==> src/rtl/tree_sum_accumulator.sv <==
// -----------------------------------------------------------------------------
// tree_sum_accumulator
//
// Placed directly after the root node of a pipelined adder tree. Delays the
// sample tag to match the tree latency, then adds up a programmable number of
// consecutive root sums into one wide frame total. Each finished frame
// produces a one-cycle result pulse with a sticky overflow flag. The tree
// cannot stall, so there is no backpressure.
//
// Ports:
//   clk        clock
//   rst_n      asynchronous active-low reset
//   clear      synchronous abort: flushes the tag pipe and the frame state
//   in_valid   sample tag, asserted in the same cycle data enters the tree
//   len        samples per frame (0 is treated as 1), sampled at frame start
//   tree_sum   root sum from the adder tree
//   out_valid  one-cycle pulse, frame result valid
//   out_sum    frame total, held until the next completion
//   out_ovf    frame overflowed, qualified by out_valid
//   busy       frame in progress (ACCUM state)
//   count      aligned samples accepted in the current frame
// -----------------------------------------------------------------------------
module tree_sum_accumulator #(
   parameter int IN_BITS      = 17,
   parameter int ACC_BITS     = 24,
   parameter int SIGN_EXT     = 1,
   parameter int TREE_LATENCY = 2,
   parameter int LEN_BITS     = 8
) (
   input  logic                clk,
   input  logic                rst_n,
   input  logic                clear,
   input  logic                in_valid,
   input  logic [LEN_BITS-1:0] len,
   input  logic [IN_BITS-1:0]  tree_sum,
   output logic                out_valid,
   output logic [ACC_BITS-1:0] out_sum,
   output logic                out_ovf,
   output logic                busy,
   output logic [LEN_BITS-1:0] count
);

   localparam logic IDLE  = 1'b0;
   localparam logic ACCUM = 1'b1;

   localparam logic [LEN_BITS-1:0] LEN_ONE = LEN_BITS'(1);

   logic v_al;

   // ---------------------------------------------------------------------
   // Tag alignment: in_valid delayed by the tree latency.
   // ---------------------------------------------------------------------
   generate
      if (TREE_LATENCY == 0) begin : g_no_pipe
         assign v_al = in_valid;
      end else begin : g_pipe
         logic [TREE_LATENCY-1:0] tag_pipe_reg;
         genvar gi;
         for (gi = 0; gi < TREE_LATENCY; gi++) begin : g_stage
            if (gi == 0) begin : g_first
               always_ff @(posedge clk or negedge rst_n) begin
                  if (!rst_n)     tag_pipe_reg[gi] <= 1'b0;
                  else if (clear) tag_pipe_reg[gi] <= 1'b0;
                  else            tag_pipe_reg[gi] <= in_valid;
               end
            end else begin : g_next
               always_ff @(posedge clk or negedge rst_n) begin
                  if (!rst_n)     tag_pipe_reg[gi] <= 1'b0;
                  else if (clear) tag_pipe_reg[gi] <= 1'b0;
                  else            tag_pipe_reg[gi] <= tag_pipe_reg[gi-1];
               end
            end
         end
         assign v_al = tag_pipe_reg[TREE_LATENCY-1];
      end
   endgenerate

   // ---------------------------------------------------------------------
   // Extension of the root sum to accumulator width.
   // ---------------------------------------------------------------------
   logic [ACC_BITS-1:0] ext;

   generate
      if (ACC_BITS == IN_BITS) begin : g_ext_none
         assign ext = tree_sum;
      end else if (SIGN_EXT != 0) begin : g_ext_sign
         assign ext = {{(ACC_BITS-IN_BITS){tree_sum[IN_BITS-1]}}, tree_sum};
      end else begin : g_ext_zero
         assign ext = {{(ACC_BITS-IN_BITS){1'b0}}, tree_sum};
      end
   endgenerate

   // ---------------------------------------------------------------------
   // State
   // ---------------------------------------------------------------------
   logic                state_reg,     state_next;
   logic [ACC_BITS-1:0] acc_reg,       acc_next;
   logic [LEN_BITS-1:0] count_reg,     count_next;
   logic [LEN_BITS-1:0] len_reg,       len_next;
   logic                sticky_reg,    sticky_next;
   logic                out_valid_reg, out_valid_next;
   logic [ACC_BITS-1:0] out_sum_reg,   out_sum_next;
   logic                out_ovf_reg,   out_ovf_next;

   // Adder with one extra bit so the unsigned carry is visible.
   logic [ACC_BITS:0]   sum_full;
   logic [ACC_BITS-1:0] sum;
   logic                ovf_signed;
   logic                add_ovf;
   logic [LEN_BITS-1:0] len_eff;
   logic [LEN_BITS-1:0] count_inc;

   assign sum_full   = {1'b0, acc_reg} + {1'b0, ext};
   assign sum        = sum_full[ACC_BITS-1:0];
   // Signed overflow: equal operand signs, result sign differs.
   assign ovf_signed = (acc_reg[ACC_BITS-1] == ext[ACC_BITS-1]) &&
                       (sum[ACC_BITS-1] != acc_reg[ACC_BITS-1]);
   assign add_ovf    = (SIGN_EXT != 0) ? ovf_signed : sum_full[ACC_BITS];
   assign len_eff    = (len == '0) ? LEN_ONE : len;
   assign count_inc  = count_reg + LEN_ONE;

   always_comb begin
      state_next     = state_reg;
      acc_next       = acc_reg;
      count_next     = count_reg;
      len_next       = len_reg;
      sticky_next    = sticky_reg;
      out_valid_next = 1'b0;
      out_sum_next   = out_sum_reg;
      out_ovf_next   = 1'b0;

      if (clear) begin
         // Abort wins over any sample or completion in the same cycle;
         // the last published total stays visible.
         state_next  = IDLE;
         acc_next    = '0;
         count_next  = '0;
         sticky_next = 1'b0;
      end else if (v_al) begin
         if (state_reg == IDLE) begin
            // First sample of a frame: load, never overflows.
            len_next    = len_eff;
            acc_next    = ext;
            sticky_next = 1'b0;
            if (len_eff == LEN_ONE) begin
               out_valid_next = 1'b1;
               out_sum_next   = ext;
               count_next     = '0;
            end else begin
               count_next = LEN_ONE;
               state_next = ACCUM;
            end
         end else begin
            acc_next    = sum;
            sticky_next = sticky_reg | add_ovf;
            if (count_inc == len_reg) begin
               out_valid_next = 1'b1;
               out_sum_next   = sum;
               out_ovf_next   = sticky_reg | add_ovf;
               count_next     = '0;
               state_next     = IDLE;
            end else begin
               count_next = count_inc;
            end
         end
      end
   end

   always_ff @(posedge clk or negedge rst_n) begin
      if (!rst_n) begin
         state_reg     <= IDLE;
         acc_reg       <= '0;
         count_reg     <= '0;
         len_reg       <= '0;
         sticky_reg    <= 1'b0;
         out_valid_reg <= 1'b0;
         out_sum_reg   <= '0;
         out_ovf_reg   <= 1'b0;
      end else begin
         state_reg     <= state_next;
         acc_reg       <= acc_next;
         count_reg     <= count_next;
         len_reg       <= len_next;
         sticky_reg    <= sticky_next;
         out_valid_reg <= out_valid_next;
         out_sum_reg   <= out_sum_next;
         out_ovf_reg   <= out_ovf_next;
      end
   end

   assign out_valid = out_valid_reg;
   assign out_sum   = out_sum_reg;
   assign out_ovf   = out_ovf_reg;
   assign busy      = (state_reg == ACCUM);
   assign count     = count_reg;

endmodule

==> config.mk <==
export PLATFORM = sky130hd
export DESIGN_NAME = tree_sum_accumulator
export DESIGN_NICKNAME = d
export VERILOG_FILES = /design/src/rtl/tree_sum_accumulator.sv
export SDC_FILE = /design/constraint.sdc
export NUM_CORES = 1
export LEC_CHECK = 0
export ABC_AREA = 1
export CAP_MARGIN = 20
export CORE_MARGIN = 3
export CORE_UTILIZATION = 51
export CTS_CLUSTER_SIZE = 25
export DETAILED_ROUTE_END_ITERATION = 8
export PLACE_DENSITY = 0.86
export SYNTH_ARGS = -nofsm -noshare
export SYNTH_HDL_FRONTEND = slang
export SYNTH_SLANG_ARGS = --single-unit
==> constraint.sdc <==
create_clock -name clk -period 1.94 [get_ports clk]
set_input_delay 0.388 -clock clk [delete_from_list [all_inputs] [get_ports clk]]
set_output_delay 0.388 -clock clk [all_outputs]
set_load 0.03 [all_outputs]
==> Word-level counts from Yosys, hierarchy flattened <==
Cells that the tools add are included.
{ "totals": {"reg_bits": 70, "inputBits": 29, "output_inout_bits": 35, "word_cells": 57} }
{ "classes": {"add_sub_neg": 2, "n_eq_ne": 5, "n_mux": 31, "bitwise_logic": 3, "reduce_logical": 6} }
{ "ops": {"columns": ["op", "n"], "rows": [
  ["$mux 24", 6],
  ["$mux 8", 5],
  ["$add 24x24->24", 1],
  ["$mux 1", 20],
  ["$add 8x1->8 const B", 1],
  ["$eq 8x1->1 const B", 1],
  ["$eq 8x8->1", 1],
  ["$logic_not 8->1", 1],
  ["$reduce_and 4->1", 1],
  ["$reduce_bool 2->1", 2],
  ["$reduce_and 3->1", 1],
  ["$ne 2x1->1 const B", 1],
  ["$not 1->1", 2],
  ["$eq 1x1->1", 1],
  ["$logic_and 1x1->1", 1],
  ["$ne 1x1->1", 1],
  ["$or 1x1->1", 1]
]} }

==> Logic depth before layout (Yosys ltp) <==
{ "logic_depth": {"depth_word": 8, "depth_mapped": 15, "mapped_depth_nobuf": 15} }

==> Worst setup path before layout <==
No wires, ideal clock.
{ "synth_path": {"path_type": "register -> register", "start": "register count_reg[1] (netlist: count[1])", "end": "register out_sum_reg[20] (netlist: out_sum[20])", "setup_time_ns": 0.117, "t_arrival_ns": 1.983, "t_required_ns": 1.823, "path_slack_ns": -0.159, "path_stages_with_launch": 14, "n_path_buf": 1, "period_less_slack_ns": 2.099, "path_cell_list": "dfrtp_1 -> ha_1 -> inv_1 -> nand2_1 -> nand3_1 -> nand2_1 -> nand3_1 -> nor2_2 -> nand4_4 -> nand2_4 -> nand2_4 -> buf_6 -> nand2_2 -> nand2_1"} }
{ "synth_via": {"elab_chain_cells": 4} }
{ "synth_lines": {"columns": ["item", "line", "rtl"], "rows": [
  ["start, declared", "98", "logic [LEN_BITS-1:0] count_reg, count_next;"],
  ["start signal, assigned", "182", "count_reg <= count_next;"],
  ["$add 8x1->8", "120", "assign count_inc = count_reg + LEN_ONE;"],
  ["$eq 8x8->1", "156", "if (count_inc == len_reg) begin"],
  ["$ne 2x1->1 (no source line)", null, null],
  ["$reduce_and 4->1 (no source line)", null, null],
  ["end signal, assigned", "186", "out_sum_reg <= out_sum_next;"],
  ["end, declared", "102", "logic [ACC_BITS-1:0] out_sum_reg, out_sum_next;"]
]} }
Every way passes these cells.
A chain may end at the register's enable or synchronous reset.

==> Worst setup path after layout <==
{ "layout_path": {"start": "register count_reg[1] (netlist: count[1])", "end": "register out_sum_reg[3] (netlist: out_sum[3])"} }
Same word-level chain as after synthesis.

==> metrics.txt <==
full die area 0.0109 sq mm; Clock Tree Root clkbuf_8; vias in the first global route 5,406; drt drc 0; cts bufs inserted 9; nets@finish 944; Finished Cell Area 0.00720 sq mm; clock sink count 70; worst hold slack 0.476 ns; Max Clock Skew 0.0109 ns; Max-Cap Viols 0; violated checks negative setup slack; WP data arrival 2.30 ns; Worst-Skew Late Latency 0.36 ns; GRT Overall Usage 0.297; initial core utilization 0.531; Setup-failing EPs final 28; DRT Pass-1 Iters 6; status finished, violations left; Synth Area per Inst 6.67 sq um; wire length of the first global-routing pass 26,200 microns; synthesized net count 797; Syn Inst Count 743; WS Path Type flip-flop to flip-flop; RSZ-0062 raised after global routing true; wire length per cell 17.5 microns; highest-count cells in the layout ignoring fill and taps nand2_1, inv_1, buf_4; Clock Tree Buf Depth 2; Port Buffers 63; worst reg2reg startpoint count[1]; most common cell after layout, fill and taps aside nand2_1; met3 GRT Util 0.0426; initial antenna violation count 0; CP Capture Type flip-flop; area grow syn2layout 45.3%; Worst Hold Class input pin to asynchronous set/reset pin; post-route clock period utilization 1.06; I/O pin count 64; met2 usage 0.502; Horiz. Die Dim 105 microns; crit path from count[1]; CP max FO 12; #FFs+latches synth 70; area of the multi-input gates 0.00334 sq mm; HPWL Detailed 11,500 microns; Worst Slack Setup Final -0.108 ns; Final ANT Viol Nets 0; RePlAce Congestion 0.966; drt first-iter violations 671; fin util 0.772; Rows 35; grt total ovfl 0; Placement Cell Area 0.00619 sq mm; relative slew slack 0.723; TritonCTS clock tree yes; Hold Vio Cnt, Final 0; ant diodes 0; core area 0.00933 sq mm; Seq. cell area 0.00176 sq mm; max-slew violation count 0; total number of vias 5,763; grt peak-use layer met2; Fill cells 609; Clock transition at path regs 0.09 ns; worst path required time 2.19 ns; largest net degree at the start of global routing 30; Synth cell types 34; Total Wirelength 17,900 microns; via/cell ratio 5.63; post-place setup slack -0.693 ns; GR Layer Usage met1 0.372; Seq/Total Area, Yosys 0.354; Achievable Freq 488 MHz; Syn. warnings 0; min cycle time layout 2.05 ns; CP Launch Type flip-flop; Power Dens Cells 550 mW/mm^2; Worst Max-Slew Pin Slew 0.415 ns; leakage power 3.81 nW; H-tree lvl count 3; layout cells sized above 1 0.248; maximum VDD drop 416 uV; Mapped Area 0.00495 sq mm; die extent in y 105 microns
timing repair:
item                                    in CTS  in global routing
gates resized for setup                     67                 78
cloned                                       1                  1
pin swaps                                   11                 31
hold buffers                                 1                  0
setup buffers                                8                 14
hold endpoints to repair                    13                  0
endpoints found under the setup margin      47                 56
report_power, final:
part           internal (mW)  switching (mW)  total [mW]
Combinational          0.456           0.616        1.07
Sequential              1.54          0.0806        1.62
Clock                  0.638           0.630        1.27
Total                   2.63            1.33        3.96
area by class of cell:
cell class | instances | area share
Multi-Input combinational cell | 550 | 0.464
Sequential cell | 70 | 0.244
Timing Repair Buffer | 151 | 0.184
Inverter | 108 | 0.0563
Tap cell | 129 | 0.0224
Clock buffer | 10 | 0.0191
Clock inverter | 6 | 0.00956
path summary, 6_finish.rpt:
kind	to	slack, ns	depth (start not counted)
worst max-delay path	out_sum[3]	-0.11	12
worst min-delay path	count[4]	0.48	2
worst max register to register	out_sum[3]	-0.11	12
worst min register to register	out_sum[2]	0.48	2
max in group asynchronous	out_sum[18]	0.88	3
min in group clk	out_sum[2]	0.48	2
cell usage after synthesis, drive strengths merged:
library cell,count,area share
nand2,312,0.24
inv,108,0.082
dfrtp,70,0.35
nand3,64,0.065
nor2,48,0.039
ha,24,0.061
o21ai,23,0.023
nand4,20,0.028
a21oi,18,0.020
a22o,10,0.018
clkbuf,9,0.0068
buf,8,0.012
nand3b,6,0.0091
xor2,5,0.0088
xnor2,4,0.0071
a31oi,3,0.0038
and2,3,0.0038
a21boi,1,0.0015
fa,1,0.0040
mux2,1,0.0023
nor3,1,0.0010
nor4,1,0.0013
o2111ai,1,0.0018
o22ai,1,0.0013
or2,1,0.0013
cell families (layout without fill, tap and decap cells):
group / Yosys count / count (layout) / synth area share
compound gates: 57 / 57 / 0.0697
xor+xnor: 9 / 9 / 0.0159
fa+ha+maj: 25 / 25 / 0.0646
buf+inv: 125 / 275 / 0.100
flops: 70 / 70 / 0.354
mux: 1 / 1 / 0.00227
simple gates: 456 / 458 / 0.394
worst max-delay path, stage by stage, from the launching register on:
cell     delay (ns)
dfrtp_2        0.44
ha_4           0.18
nand3_1        0.08
nand2_1        0.14
nand2_1        0.08
nand2_1        0.07
nand3_1        0.12
nor2_4         0.18
nand4_4        0.16
nand2_8        0.18
nand2_8        0.12
nand2_1        0.11
nand2_1        0.06
metal layers:
metal,vias to the layer above,share of wire
met5,-,0
met2,362,0.48
met1,2689,0.39
met4,0,0.045
li1,2634,-
met3,78,0.086
stage by stage:
stage | total power, mW | TNS, ns | cells
2_1_floorplan | 2.10 | 0 | 743
3_3_place_gp | 2.47 | -21.30 | 984
3_5_place_dp | 2.50 | -23.86 | 984
4_1_cts | 3.81 | -1.03 | 1010
5_1_grt | 4.10 | -6.06 | 1024
6_report | 3.96 | -1.74 | 1024
Power figures use the tool's default switching activity.
